## config.mk

```make
export PLATFORM = sky130hd
export DESIGN_NAME = gpu_loader
export DESIGN_NICKNAME = d
export VERILOG_FILES = /design/src/rtl/gpu_loader.sv
export SDC_FILE = /design/constraint.sdc
export NUM_CORES = 1
export LEC_CHECK = 0
export ABC_AREA = 1
export BUFFER_PORTS_ARGS = -buffer_cell sky130_fd_sc_hd__buf_4
export CORE_UTILIZATION = 40
export DETAILED_ROUTE_END_ITERATION = 8
export PLACE_DENSITY = 0.82
export SYNTH_ARGS = -nofsm -noshare
export SYNTH_HDL_FRONTEND = slang
export SYNTH_SLANG_ARGS = --single-unit
```

## constraint.sdc

```tcl
create_clock -name clk -period 1.8 [get_ports clk]
set_input_delay 0.09 -clock clk [delete_from_list [all_inputs] [get_ports clk]]
set_output_delay 0.09 -clock clk [all_outputs]
set_load 0.03 [all_outputs]
```

## src/rtl/gpu_loader.sv

```systemverilog
// Copies SIZE words from a synchronous-read source RAM starting at src_base into
// gpu_mem addresses 0..SIZE-1, one read per cycle unless the source RAM holds us off.
`ifndef RECT_COUNT
`define RECT_COUNT 4
`endif
`ifndef RECT_COUNT_WIDTH
`define RECT_COUNT_WIDTH 2
`endif

module gpu_loader #(
  parameter int ADDR_WIDTH = `RECT_COUNT_WIDTH,
  parameter int SIZE       = `RECT_COUNT,
  parameter int DATA_WIDTH = 16,
  parameter int SRC_WIDTH  = 16
) (
  input  logic                  clk,
  input  logic                  rst_n,
  input  logic                  start,
  input  logic [SRC_WIDTH-1:0]  src_base,
  input  logic                  hold,
  output logic                  busy,
  output logic                  done,
  output logic                  ram_re,
  output logic [SRC_WIDTH-1:0]  ram_addr,
  input  logic [DATA_WIDTH-1:0] ram_dout,
  output logic                  we,
  output logic [ADDR_WIDTH-1:0] mem_din_addr,
  output logic [DATA_WIDTH-1:0] mem_din,
  output logic [1:0]            dbg_state
);

  typedef enum logic [1:0] {
    IDLE  = 2'd0,
    COPY  = 2'd1,
    DRAIN = 2'd2
  } state_t;

  localparam logic [ADDR_WIDTH-1:0] LAST = ADDR_WIDTH'(SIZE - 1);

  state_t                state_q;
  logic [SRC_WIDTH-1:0]  base_q;
  logic [ADDR_WIDTH-1:0] rd_idx;
  logic [ADDR_WIDTH-1:0] wr_idx;
  logic                  rd_valid;
  logic                  last_wr;

  // Protocol: start is a one-cycle request honoured only in IDLE; hold=1 stalls the
  // read side for that cycle, while a read already issued is still written next cycle.
  assign ram_re       = (state_q == COPY) && !hold;
  assign ram_addr     = base_q + SRC_WIDTH'(rd_idx);
  assign we           = rd_valid;
  assign mem_din      = ram_dout;
  assign mem_din_addr = wr_idx;
  assign last_wr      = rd_valid && (wr_idx == LAST);
  assign done         = last_wr;
  assign busy         = (state_q != IDLE);
  assign dbg_state    = state_q;

  always_ff @(posedge clk or negedge rst_n) begin
    if (!rst_n) begin
      state_q  <= IDLE;
      base_q   <= '0;
      rd_idx   <= '0;
      wr_idx   <= '0;
      rd_valid <= 1'b0;
    end else begin
      rd_valid <= ram_re;
      if (rd_valid) wr_idx <= wr_idx + 1'b1;
      case (state_q)
        IDLE: begin
          if (start) begin
            base_q  <= src_base;
            rd_idx  <= '0;
            wr_idx  <= '0;
            state_q <= COPY;
          end
        end
        COPY: begin
          if (!hold) begin
            rd_idx <= rd_idx + 1'b1;
            if (rd_idx == LAST) state_q <= DRAIN;
          end
        end
        DRAIN: begin
          if (last_wr) state_q <= IDLE;
        end
        default: state_q <= IDLE;
      endcase
    end
  end

endmodule

```

==> metrics <==
total CTS buffers 3; reg-to-reg startpoint dbg_state[0]; CP startpoint kind flip-flop; Worst EP arrival 1.97 ns; worst-skew pair later-pin latency 0.32 ns; fin util 0.573; DR vias ~1300; Die X 62.4 um; Reg clk slew, reported paths approximately 0.13 ns; Detail Placement HPWL about 2400 um; Vias/cell roughly 4.7; Initial Util 0.427; layout cells sized above 1 0.335; Max-Cap Viols 0; syn nets between 200 and 250; register area share after synthesis 0.395; RR Endpoint rd_idx[1]; First DRT Iteration DRCs 23; cell accounting for the most synthesized area dfrtp_1; GRT Total Usage 0.176; Congestion Overflow GR 0; # setup viols final 14; fin area 1960 um2; fin. max-slew vios 0; WL final approximately 3300 um; mean area per synthesized cell 7.56 um2; Syn Inst Count 193; first-pass GRT wire length 5560 um; die span in y a little over 60 um; relative max-transition margin 0.664; Routed Antenna Nets 0; Core Region around 3400 um2; critical path class reg -> out; number of global-route vias before repair 1313; Nets between 200 and 300; IO Pins 76; htree depth 1; family with the most delay on the worst path adder cells; hold path start src_base[0]; Final Skew 0.00253 ns; CTS tree yes; Yosys reg bits 23; Worst Hold Class in -> reg; Final Hold Vio Count 0; WL per Instance ~12 um; clk buf depth 2; RSZ-0062 raised after global routing true; CP max stage cell dfrtp_1; Cell variety after synth 22; initial antenna violation count 0; clk root buf clkbuf_4; Remaining DRCs 0; hold-critical path depth 3; drt pass-1 iters 4; max frequency between 0.4 and 0.5 GHz; critical path, cell by cell ha_2, inv_2, fa_2, inv_2, nand3_4, nor2_4, nand3_2, nand2_2, nand2_2, buf_6; area grow syn2layout 34.0%; Max Fanout on Critical Path 5; outcome finished, violations left; Yosys top cell area share 0.395; clock period minus worst slack a little over 2 ns; Final Cycle Share 1.14; Final WS setup -0.257 ns; worst reg2reg setup slack 0.38 ns; Power Density roughly 450 nW/um2; Crit. End Element output port; ranking of synthesized cells by area dfrtp_1 (39%), nand2_1 (14%), buf_4 (8.2%); Synth Warn # 0; worst slew pin tran ~0.5 ns; # clock sinks 23; Cell Area, Synth 1460 um2; Critical Path Max Stage Delay 0.39 ns; VDD IR max roughly 0.00026 V; Worst Reg2Reg Path Length in Cells 5; Critical Path RT between 1.5 and 2 ns; global placement routability congestion between 0.7 and 0.8; PortBufs 43; Hold Path End base_q[0]; full die area 3890 um2; placed inst area 1740 um2; # diodes 0; crit path buf inv count 3; # rows 21; Lkg Pwr about 0.0011 uW; pin count of the biggest net entering global routing 27; failing checks negative setup slack
metrics by stage:
stage          setup slack [ns]  total power (uW)  cells  hold slack (ns)  setup TNS, ns
2_1_floorplan          -0.00323               631    193           -0.206       -0.00323
3_3_place_gp             0.0203               620    265         -0.00204              0
3_5_place_dp            -0.0191               623    265          0.00483        -0.0191
4_1_cts                  -0.279               887    277          0.00360          -1.68
5_1_grt                  -0.401               920    282         0.000936          -3.32
6_report                 -0.257               879    282          0.00142          -1.88
worst max-delay path by stage:
stage               slack (ns)       from           end  cells past startpoint
finish                   -0.26  base_q[0]  ram_addr[14]                     10
global route             -0.40  rd_idx[0]  ram_addr[14]                     10
CTS                      -0.28  rd_idx[0]  ram_addr[14]                     10
detailed placement       -0.02  base_q[0]  ram_addr[14]                     10
global placement          0.02  base_q[0]  ram_addr[14]                     10
floorplan               -0.003  rd_idx[0]   ram_addr[4]                      6
cell type report:
class,count,area (um2)
Tap cell,46,57.6
Multi-Input combinational cell,130,732
Inverter,20,75.1
Clock buffer,3,22.5
Sequential cell,23,576
Clock inverter,1,5.00
Timing Repair Buffer,59,488
Fill cell,325,1460
Yosys cell counts:
master and count:
o31ai_1 1, nand3b_1 1, buf_4 16, nand4_1 4
mux2_2 1, nor2_4 1, nand2_2 4, xnor2_1 6
ha_1 4, o21ai_0 3, dfrtp_1 23, nor2_1 16
fa_1 1, nand2_1 55, nor2_2 4, o21ai_1 2
nand3_1 17, inv_1 20, xor2_1 2, buf_2 3
clkbuf_1 1, a21oi_1 8
cell families after synthesis:
family,Yosys count,synth area share
AO/OA/AOI/OAI,14,0.0497
AND/OR/NAND/NOR,102,0.305
XOR/XNOR,8,0.0480
buffers and inverters,40,0.147
multiplexers,1,0.00772
flip-flops,23,0.395
adder cells (fa/ha/maj),5,0.0480
what timing repair did:
action | CTS | global route
resized for setup | 15 | 5
pin swaps | 8 | 5
setup endpoints to repair | 10 | 15
hold buffers | 6 | 0
hold endpoints to repair | 28 | 0
buffers inserted | 2 | 5
power by group:
part,switching [uW],internal (uW)
logic,47.6,57.1
registers,3.56,521
clock network,166,83.3
metal layers:
layer	wire length (um)	vias up	global-route usage	part of all wire
met3	159	4	0.0219	0.048
met2	1660	45	0.317	0.50
met1	1480	615	0.222	0.44
met5	0	-	0	0
met4	26	0	0.0494	0.0078
li1	-	673	-	-
tightest hold or removal path, delay by kind of cell:
family / cells / cell delay, ns
AND/OR/NAND/NOR: 2 / 0.13
buffers and inverters: 1 / 0.08
registers in the layout (all words and copies together) (netlist names):
register and cells:
base_q 16, dbg_state 2, mem_din_addr 2, rd_idx 2, we 1
placed cells by master, fill, tap and decap left out, drive strengths merged:
master and n:
a21oi 8, buf 53, clkbuf 3, clkinv 1, dfrtp 23, dlygate4sd3 6
fa 1, ha 4, inv 20, mux2 1, nand2 59, nand3 17
nand3b 1, nand4 4, nor2 21, o21ai 5, o31ai 1, xnor2 6
xor2 2
(Power assumes the default switching activity.)
